[src/rtl/fifo_word_unpacker_if.sv]
// ---------------------------------------------------------------------------
// fifo_word_unpacker_if
//   Bundles the word-side handshake and the FIFO write-port signals of
//   fifo_word_unpacker so the block can be dropped in front of the 16x8 sync
//   FIFO with a single connection.
//
//   Signals
//     in_data  [8*BYTES_PER_WORD-1:0]  input word, byte i = in_data[8*i+7:8*i]
//     in_keep  [BYTES_PER_WORD-1:0]    byte-enable mask, bit i=1 -> byte i kept
//     in_valid                         upstream word valid
//     in_ready                         unpacker can take a word this cycle
//     full                             FIFO full flag
//     wr                               FIFO write strobe
//     din      [DW-1:0]                FIFO write data
//     busy                             a word is currently held
//
//   Modports
//     slave  : the unpacker itself
//     master : the environment (upstream source plus the FIFO status side)
// ---------------------------------------------------------------------------
interface fifo_word_unpacker_if #(
  parameter int BYTES_PER_WORD = 4,
  parameter int DW             = 8
);
  logic [BYTES_PER_WORD*DW-1:0] in_data;
  logic [BYTES_PER_WORD-1:0]    in_keep;
  logic                         in_valid;
  logic                         in_ready;
  logic                         full;
  logic                         wr;
  logic [DW-1:0]                din;
  logic                         busy;

  modport slave (
    input  in_data, in_keep, in_valid, full,
    output in_ready, wr, din, busy
  );

  modport master (
    output in_data, in_keep, in_valid, full,
    input  in_ready, wr, din, busy
  );
endinterface

[src/rtl/fifo_word_unpacker.sv]
// ---------------------------------------------------------------------------
// fifo_word_unpacker
//   Write-side feeder for the 16x8 sync FIFO. Takes BYTES_PER_WORD-byte words
//   with a byte-keep mask on a valid/ready handshake and emits the kept bytes
//   one per cycle onto the FIFO write port, throttled by the FIFO full flag.
//   Sustains one byte per cycle across back-to-back words with no bubble.
//
//   Ports
//     clk  : single clock, all logic on posedge
//     rst  : synchronous, active-high reset
//     bus  : fifo_word_unpacker_if.slave (in_data/in_keep/in_valid/in_ready,
//            full, wr/din, busy)
//
//   Configuration macro
//     UNPACK_MSB_FIRST_EN : when defined, the highest kept byte is emitted
//                           first; otherwise the lowest kept byte goes first.
//                           Handshake and timing are the same either way.
// ---------------------------------------------------------------------------
module fifo_word_unpacker #(
  parameter int BYTES_PER_WORD = 4,
  parameter int DW             = 8
) (
  input  logic                 clk,
  input  logic                 rst,
  fifo_word_unpacker_if.slave  bus
);

  localparam int SW = (BYTES_PER_WORD > 1) ? $clog2(BYTES_PER_WORD) : 1;

  typedef enum logic {
    IDLE = 1'b0,
    SEND = 1'b1
  } state_t;

  state_t                        state_q, state_d;
  logic [BYTES_PER_WORD*DW-1:0]  hold_data_q, hold_data_d;
  logic [BYTES_PER_WORD-1:0]     hold_keep_q, hold_keep_d;
  logic [DW-1:0]                 din_hold_q, din_hold_d;

  logic [DW-1:0]                 byte_arr [BYTES_PER_WORD];
  logic [SW-1:0]                 sel;
  logic [DW-1:0]                 sel_byte;
  logic [BYTES_PER_WORD-1:0]     keep_clr;
  logic                          last;
  logic                          accept;

  logic                          wr_w;
  logic                          in_ready_w;
  logic                          busy_w;
  logic [DW-1:0]                 din_w;

  // Slice the held word into bytes so the selected byte is a plain mux.
  for (genvar gi = 0; gi < BYTES_PER_WORD; gi++) begin : g_bytes
    assign byte_arr[gi] = hold_data_q[gi*DW +: DW];
  end

  // Priority pick of the next byte to emit. The loop runs in the opposite
  // direction of the priority so the last hit wins.
  always_comb begin
    sel = '0;
`ifdef UNPACK_MSB_FIRST_EN
    for (int i = 0; i < BYTES_PER_WORD; i++) begin
      if (hold_keep_q[i]) sel = SW'(i);
    end
`else
    for (int i = BYTES_PER_WORD - 1; i >= 0; i--) begin
      if (hold_keep_q[i]) sel = SW'(i);
    end
`endif
  end

  assign sel_byte = byte_arr[sel];
  assign keep_clr = hold_keep_q & ~(BYTES_PER_WORD'(1) << sel);
  // In SEND the mask is never empty, so "nothing left after clearing sel"
  // is the same as "exactly one bit set".
  assign last     = (keep_clr == '0);
  assign accept   = bus.in_valid & in_ready_w;

  // State register. Reset drops any partially sent word.
  always_ff @(posedge clk) begin
    if (rst) begin
      state_q     <= IDLE;
      hold_data_q <= '0;
      hold_keep_q <= '0;
      din_hold_q  <= '0;
    end else begin
      state_q     <= state_d;
      hold_data_q <= hold_data_d;
      hold_keep_q <= hold_keep_d;
      din_hold_q  <= din_hold_d;
    end
  end

  // Next-state logic.
  always_comb begin
    state_d     = state_q;
    hold_data_d = hold_data_q;
    hold_keep_d = hold_keep_q;
    din_hold_d  = din_hold_q;
    case (state_q)
      IDLE: begin
        if (accept) begin
          hold_data_d = bus.in_data;
          hold_keep_d = bus.in_keep;
          // An all-zero mask is swallowed without ever leaving IDLE.
          state_d     = (bus.in_keep != '0) ? SEND : IDLE;
        end
      end
      SEND: begin
        if (wr_w) begin
          din_hold_d  = sel_byte;
          hold_keep_d = keep_clr;
          if (last) begin
            // accept can only be true here (in_ready = wr & last), so the
            // next word is loaded on the same edge the final byte goes out.
            if (accept) begin
              hold_data_d = bus.in_data;
              hold_keep_d = bus.in_keep;
              state_d     = (bus.in_keep != '0) ? SEND : IDLE;
            end else begin
              state_d     = IDLE;
            end
          end
        end
      end
      default: state_d = IDLE;
    endcase
  end

  // Output logic.
  always_comb begin
    wr_w       = 1'b0;
    in_ready_w = 1'b0;
    busy_w     = 1'b0;
    din_w      = din_hold_q;
    case (state_q)
      IDLE: begin
        in_ready_w = 1'b1;
      end
      SEND: begin
        busy_w     = 1'b1;
        // Strobe only when the FIFO has room, so every strobe is committed.
        wr_w       = ~bus.full & ~rst;
        din_w      = sel_byte;
        in_ready_w = wr_w & last;
      end
      default: ;
    endcase
  end

  assign bus.wr       = wr_w;
  assign bus.in_ready = in_ready_w;
  assign bus.busy     = busy_w;
  assign bus.din      = din_w;

endmodule

[src/flat_wrapper.sv]
// flat-port wrapper written by rule: the top's interface ports become plain ports
module fifo_word_unpacker_flat 
#(
  parameter int BYTES_PER_WORD = 4,
  parameter int DW             = 8
)
  (clk, rst, bus_in_data, bus_in_keep, bus_in_valid, bus_full, bus_in_ready, bus_wr, bus_din, bus_busy);
  fifo_word_unpacker_if #(.BYTES_PER_WORD(BYTES_PER_WORD), .DW(DW)) bus_i ();
  input  logic clk;
  input  logic rst;
  input wire logic [$bits(bus_i.in_data)-1:0] bus_in_data;
  input wire logic [$bits(bus_i.in_keep)-1:0] bus_in_keep;
  input wire logic [$bits(bus_i.in_valid)-1:0] bus_in_valid;
  input wire logic [$bits(bus_i.full)-1:0] bus_full;
  output wire logic [$bits(bus_i.in_ready)-1:0] bus_in_ready;
  output wire logic [$bits(bus_i.wr)-1:0] bus_wr;
  output wire logic [$bits(bus_i.din)-1:0] bus_din;
  output wire logic [$bits(bus_i.busy)-1:0] bus_busy;
  assign bus_i.in_data = bus_in_data;
  assign bus_i.in_keep = bus_in_keep;
  assign bus_i.in_valid = bus_in_valid;
  assign bus_i.full = bus_full;
  assign bus_in_ready = bus_i.in_ready;
  assign bus_wr = bus_i.wr;
  assign bus_din = bus_i.din;
  assign bus_busy = bus_i.busy;
  fifo_word_unpacker #(.BYTES_PER_WORD(BYTES_PER_WORD), .DW(DW)) u_core (.clk(clk), .rst(rst), .bus(bus_i));
endmodule
[config.mk]
export PLATFORM = sky130hd
export DESIGN_NAME = fifo_word_unpacker_flat
export DESIGN_NICKNAME = d
export VERILOG_FILES = /design/src/rtl/fifo_word_unpacker_if.sv /design/src/rtl/fifo_word_unpacker.sv /design/src/flat_wrapper.sv
export SDC_FILE = /design/constraint.sdc
export NUM_CORES = 1
export LEC_CHECK = 0
export CAP_MARGIN = 20
export CELL_PAD_IN_SITES_DETAIL_PLACEMENT = 0
export CELL_PAD_IN_SITES_GLOBAL_PLACEMENT = 1
export CORE_MARGIN = 5
export CORE_UTILIZATION = 34
export CTS_CLUSTER_DIAMETER = 120
export DETAILED_ROUTE_END_ITERATION = 12
export PLACE_DENSITY = 0.74
export SYNTH_ARGS = -nofsm -noshare
export SYNTH_HDL_FRONTEND = slang
export SYNTH_SLANG_ARGS = --single-unit
[constraint.sdc]
create_clock -name clk -period 1.4 [get_ports clk]
set_input_delay 0.28 -clock clk [delete_from_list [all_inputs] [get_ports clk]]
set_output_delay 0.28 -clock clk [all_outputs]
set_load 0.01 [all_outputs]
# Yosys cells after proc, flatten, opt, wreduce, memory -nomap -nowiden
# Cells that the tools add are included.
[op_classes]
n_lt_le_gt_ge = 1
eq_ne = 3
shifts = 1
muxes = 25
bitwise = 9
n_reduce_logical = 5
[op_table]
columns = ["cell", "n"]
rows = [
  ["$mux 32", 3],
  ["$pmux 32 s2", 1],
  ["$mux 8", 3],
  ["$bmux 8 s2", 1],
  ["$mux 4", 4],
  ["$mux 2", 4],
  ["$pmux 4 s2", 1],
  ["$mux 1", 6],
  ["$reduce_and 2->1", 3],
  ["$and 4x4->4", 1],
  ["$logic_not 4->1", 1],
  ["$ne 2x2->1 const B", 2],
  ["$not 4->4", 1],
  ["$pmux 1 s2", 2],
  ["$reduce_bool 4->1", 1],
  ["$shl 1x2->4 const A", 1],
  ["$and 1x1->1", 3],
  ["$ge 3x3->1 const B", 1],
  ["$not 1->1", 3],
  ["$not 2->3", 1],
  ["$ne 2x1->1 const B", 1],
]
[totals]
register_bits = 45
word_cells = 48

# Longest topological paths before layout
[logic_depth]
depth_word = 15
mapped_depth = 5
mapped_depth_nobuf = 4

# Worst setup path before layout
# Ideal clock, no wire load.
[synth_timing]
path_kind = "register to output"
startpoint = "reg u_core.state_q"
endpoint = "out bus_wr"
arrival_time_ns = 1.217
required_time_ns = 1.120
slack_ns = -0.097
stages_incl_launch_ff = 5
path_buffers = 2
path_cell_list = "dfxtp_1 or3b_1 buf_2 clkbuf_1 inv_1"
[synth_via]
elab_chain_cells = 1
[synth_rtl]
columns = ["item", "line", "text"]
rows = [
  ["from (decl)", "fifo_word_unpacker.sv:35", "state_t state_q, state_d;"],
  ["from (signal assigned)", "fifo_word_unpacker.sv:87", "state_q <= state_d;"],
  ["$mux 1", "fifo_word_unpacker.sv:136", "case (state_q)"],
  ["to (decl)", "flat_wrapper.sv:16", "output wire logic [$bits(bus_i.wr)-1:0] bus_wr;"],
]
# No other way between the ends.

# Worst setup path after layout
[layout_timing]
startpoint = "reg u_core.hold_keep_q[2]"
endpoint = "out bus_din[7]"
[layout_via]
elab_chain_cells = 8
[layout_rtl]
columns = ["item", "line", "text"]
rows = [
  ["from (decl)", "fifo_word_unpacker.sv:37", "logic [BYTES_PER_WORD-1:0] hold_keep_q, hold_keep_d;"],
  ["from (signal assigned)", "fifo_word_unpacker.sv:89", "hold_keep_q <= hold_keep_d;"],
  ["$mux 2 (3 in a row)", "fifo_word_unpacker.sv:67", "if (hold_keep_q[i]) sel = SW'(i);"],
  ["$not 2->3 (not written as such)", "fifo_word_unpacker.sv:72", "assign sel_byte = byte_arr[sel];"],
  ["$bmux 8 s2", "fifo_word_unpacker.sv:72", ""],
  ["$mux 8 (not written as such) (2 in a row)", "fifo_word_unpacker.sv:72", ""],
  ["$mux 8", "fifo_word_unpacker.sv:136", ""],
  ["to (decl)", "flat_wrapper.sv:17", "output wire logic [$bits(bus_i.din)-1:0] bus_din;"],
]
# No other way between the ends. The select of a mux whose other input is x is not followed.

==> metrics list <==
* Switching Power: 998 uW
- Number of instances in the synthesized netlist: 276
- Slew headroom: 70.5%
* Maximum number of pins on one net before global-route repair: 52
- Setup total negative slack on the finished layout was measured at -18,800 ps.
- Internal Pwr Total: 2.31 mW
- TritonCTS built the clock tree.
- The run finished, with violations left.
- Worst EP arrival: 1610 ps
- The H-tree was split into 2 levels.
- Grouping stages by cell kind, the critical path spends the most delay in flip-flops.
- Summed over all nets, the half-perimeter wirelength after detailed placement is 4.42 mm.
- By count the netlist is led by 65 x nand2b_1, 45 x dfxtp_1, 32 x mux2i_1, 26 x a21oi_1, 19 x o21ai_0.
* Clock buffers created by TritonCTS: 5
- Measured in cells, the most critical reg-to-reg path has a length of 8.
- Across the routed clock network, the largest skew measured is 13.5 ps.
- CP endpoint kind: output pin
* Area Overhead vs Synth: 57.3%
- The startpoint identified for the worst register-to-register timing path is u_core.hold_keep_q[3].
- In the final layout, the share of cells above drive strength 1 is 37.6%.
- Final worst-path cycle share: 135%
- Min Clock Period, post-route: 1890 ps
- Root Buffer Master: clkbuf_8
* Combined area of all synthesized cells: 2400 um2
- Net count reported at finish: 411
- Post-Synthesis Mean Instance Area: 8.70 um2
* Area used by multi-input combinational logic: 1600 um2
- By area the synthesized netlist is led by dfxtp_1 38%, nand2b_1 17%, mux2i_1 13%, a21oi_1 5.4%, o21ai_0 4.0%.
* Drt pass-1 iters: 4
- Synthesis instantiated 30 different standard cells from the library.
- Class of the most critical setup path: reg -> out
* Total routing resource utilization after global routing: 15.5%
- Dividing the detail-routed via count by the number of cells gives 4.72.
* Power consumption: 3.31 mW
- Max VDD drop: 474 uV
- # rows: 30
* Overall via count from detail_route: 2,208
* Buf/Inv on CP: 2
- Fraction of the yosys area taken by sequential cells: 37.5%
- After detailed routing, the total wire length is 6.76 mm.
* Initial core utilization: 35.1%
- During placement, the flow inserted port buffers numbering 50.
- The startpoint identified for the worst hold timing path is u_core.hold_data_q[13].
- The filler cells instantiated in the layout total 623.
- Classification of the worst-slack hold path: reg -> reg
- Summed over its instances, the top area cell type makes up 37.5% of the synthesized netlist area.
- Setup repair after global routing missed its margin: yes
- Across the run, the number of max-cap violations was 0.
- Sequential cell fraction of total power: 43.6%
- Hold EP: u_core.hold_data_q[13]
- Antenna cells: 0
- Worst-path cell with the longest stage delay: dfxtp_4
- Sequential cell area: 913 um2
* Count of cells along the worst hold path: 2
* Longest individual stage delay on the worst path: 400 ps
- The number of hold-slack violations in the final timing report came to 0.
* Wire length of the first global-routing pass: 10.8 mm
* Number of flip-flops and latches in the synthesized netlist: 45
- In this run, the combinational gates consume 32.1% of the power.
- Sw Share: 30.2%
- Standard cell area after detailed placement: 3260 um2
- Max Slew Vio Count: 0
- The clock reaches the later pin of the worst-skew pair after 310 ps.
* Setup slack of the most critical reg-to-reg path: -450 ps
* Number of antenna-violating nets in the routed design: 0
- Count of flip-flops with a built-in enable after synthesis: 0
* CTS sink cnt: 45
- Total Die Area: 8840 um2
- The critical path goes through nor3_2, or2_4, buf_6, a22oi_2, a21oi_2, buf_2.
* Violations in the final reports: negative setup slack
- Worst-path maximum fanout: 5
* Die outline width: 94.0 um
- Once routing completed, OpenROAD measured the worst setup slack at -487 ps.
- Once layout is complete, the utilization of the core stands at 55.3%.
- Top flip-flop cell by instance count after synthesis: dfxtp_1
- Dominant cell type by area after synthesis: dfxtp_1
* Drt first-iter violations: 83
- The endpoint identified for the worst register-to-register timing path is u_core.hold_data_q[29].
- Die Height: 94.0 um
* Area of all placed cells without fillers: 3780 um2
- The number of nets in the synthesized netlist is 316.
- Yosys instantiated no cell more often than nand2b_1.
- Dividing total power by cell area gives a power density of 876 nW/um2.
- Vias in the first global route: 2,220
- Required time of the critical path: 1120 ps
* Post-Route Hold Slack: 482 ps
- Routed WL per cell: 14.4 um
* Clock transition at the register clock pins on the worst setup and hold paths after CTS: 100 ps
- Startpoint types: flip-flop
- Antenna violations before repair: 0
* Clock network fraction of design power: 24.2%
- Setup violation total in the final timing report: 47
* Total global routing overflow: 0
- For the pin with the worst max-slew slack, the measured transition is 438 ps.
- In the routed design, unresolved DRC markers number 0.
- After synthesis, the share of flip-flops with an asynchronous set or reset is 0%.
- Maximum clock frequency: 530 MHz
* I/O pin total: 51
- GPL Wtd Cong: 0.789
* Deepest clock path buffer count: 2
- Count of yosys warnings during synthesis: 0
- Core area: 6830 um2
- The analysis attributes to cell leakage a power of 1.51 nW.
==> cell families (layout without fill, tap and decap cells) <==
logic type / after synthesis / count (layout) / synth area share, %
multiplexers: 32 / 32 / 13.3
flip-flops: 45 / 45 / 37.5
buffers and inverters: 33 / 129 / 7.45
AND/OR/NAND/NOR: 99 / 99 / 24.3
AO/OA/AOI/OAI: 67 / 67 / 17.4
==> final cells by class <==
type	instances	area share (%)
Tap cell	96	3.18
Clock inverter	2	0.265
Timing Repair Buffer	110	27.1
Clock buffer	6	1.92
Inverter	11	1.09
Multi-Input combinational cell	198	42.3
Sequential cell	45	24.2
==> worst reg2reg max path, cell delays in order, from the launching register on <==
cell      delay [ps]
dfxtp_4          370
buf_12           130
buf_12           130
a211oi_4         240
nor2_2            90
buf_6            130
o21ai_4          290
buf_8            200
mux2i_1          190
==> layer usage <==
metal / up-vias / global-route usage [%] / wire, um
li1: 1127 / - / -
met1: 1007 / 21.2 / 3210
met2: 65 / 23.8 / 3080
met3: 9 / 4.01 / 369
met4: 0 / 4.69 / 97
met5: - / 0 / 0
==> cells in the final DEF (no fill, tap or decap), types with 10 or more instances in the layout <==
cell | netlist | routed
nand2b_1 | 65 | 65
dfxtp_1 | 45 | 41
buf_4 | 0 | 40
clkdlybuf4s50_1 | 0 | 37
mux2i_1 | 32 | 32
a21oi_2 | 0 | 18
buf_6 | 0 | 16
o21ai_2 | 0 | 10
inv_1 | 11 | 10
nor2_1 | 10 | 10
buf_2 | 5 | 10
==> registers in the layout (all words and copies together) (netlist names) <==
name	flops
u_core.din_hold_q	8
u_core.hold_data_q	32
u_core.hold_keep_q	4
u_core.state_q	1
==> stage by stage <==
step,setup WS (ps),std cells
2_1_floorplan,0.846,276
3_3_place_gp,-564,438
3_5_place_dp,-575,438
4_1_cts,-527,469
5_1_grt,-562,468
6_report,-487,468
==> power groups by stage <==
stage	Sequential, mW	Combinational (mW)	Clock, mW
after global routing	1.45	1.15	0.881
after global placement	1.47	0.816	0
after detailed placement	1.47	0.819	0
final	1.44	1.06	0.801
after floorplan	1.45	0.479	0
after CTS	1.44	1.05	0.819
==> how the worst max path moves through the flow <==
stage / start / endpoint / depth (start not counted)
finish: u_core.hold_keep_q[2] / bus_din[7] / 6
global route: u_core.hold_keep_q[2] / u_core.hold_data_q[10] / 8
CTS: u_core.hold_keep_q[1] / bus_in_ready / 6
detailed placement: u_core.hold_keep_q[2] / bus_din[7] / 5
global placement: bus_full / bus_wr / 4
floorplan: u_core.state_q / bus_wr / 4
==> timing repair <==
action,CTS,global route
gates resized for setup,100,31
gates cloned,4,0
setup endpoints to repair,47,56
hold buffers,0,0
pin swaps,30,22
setup buffers,20,4
hold endpoints to repair,0,0
Note: power is estimated with default switching activity, not from simulation.
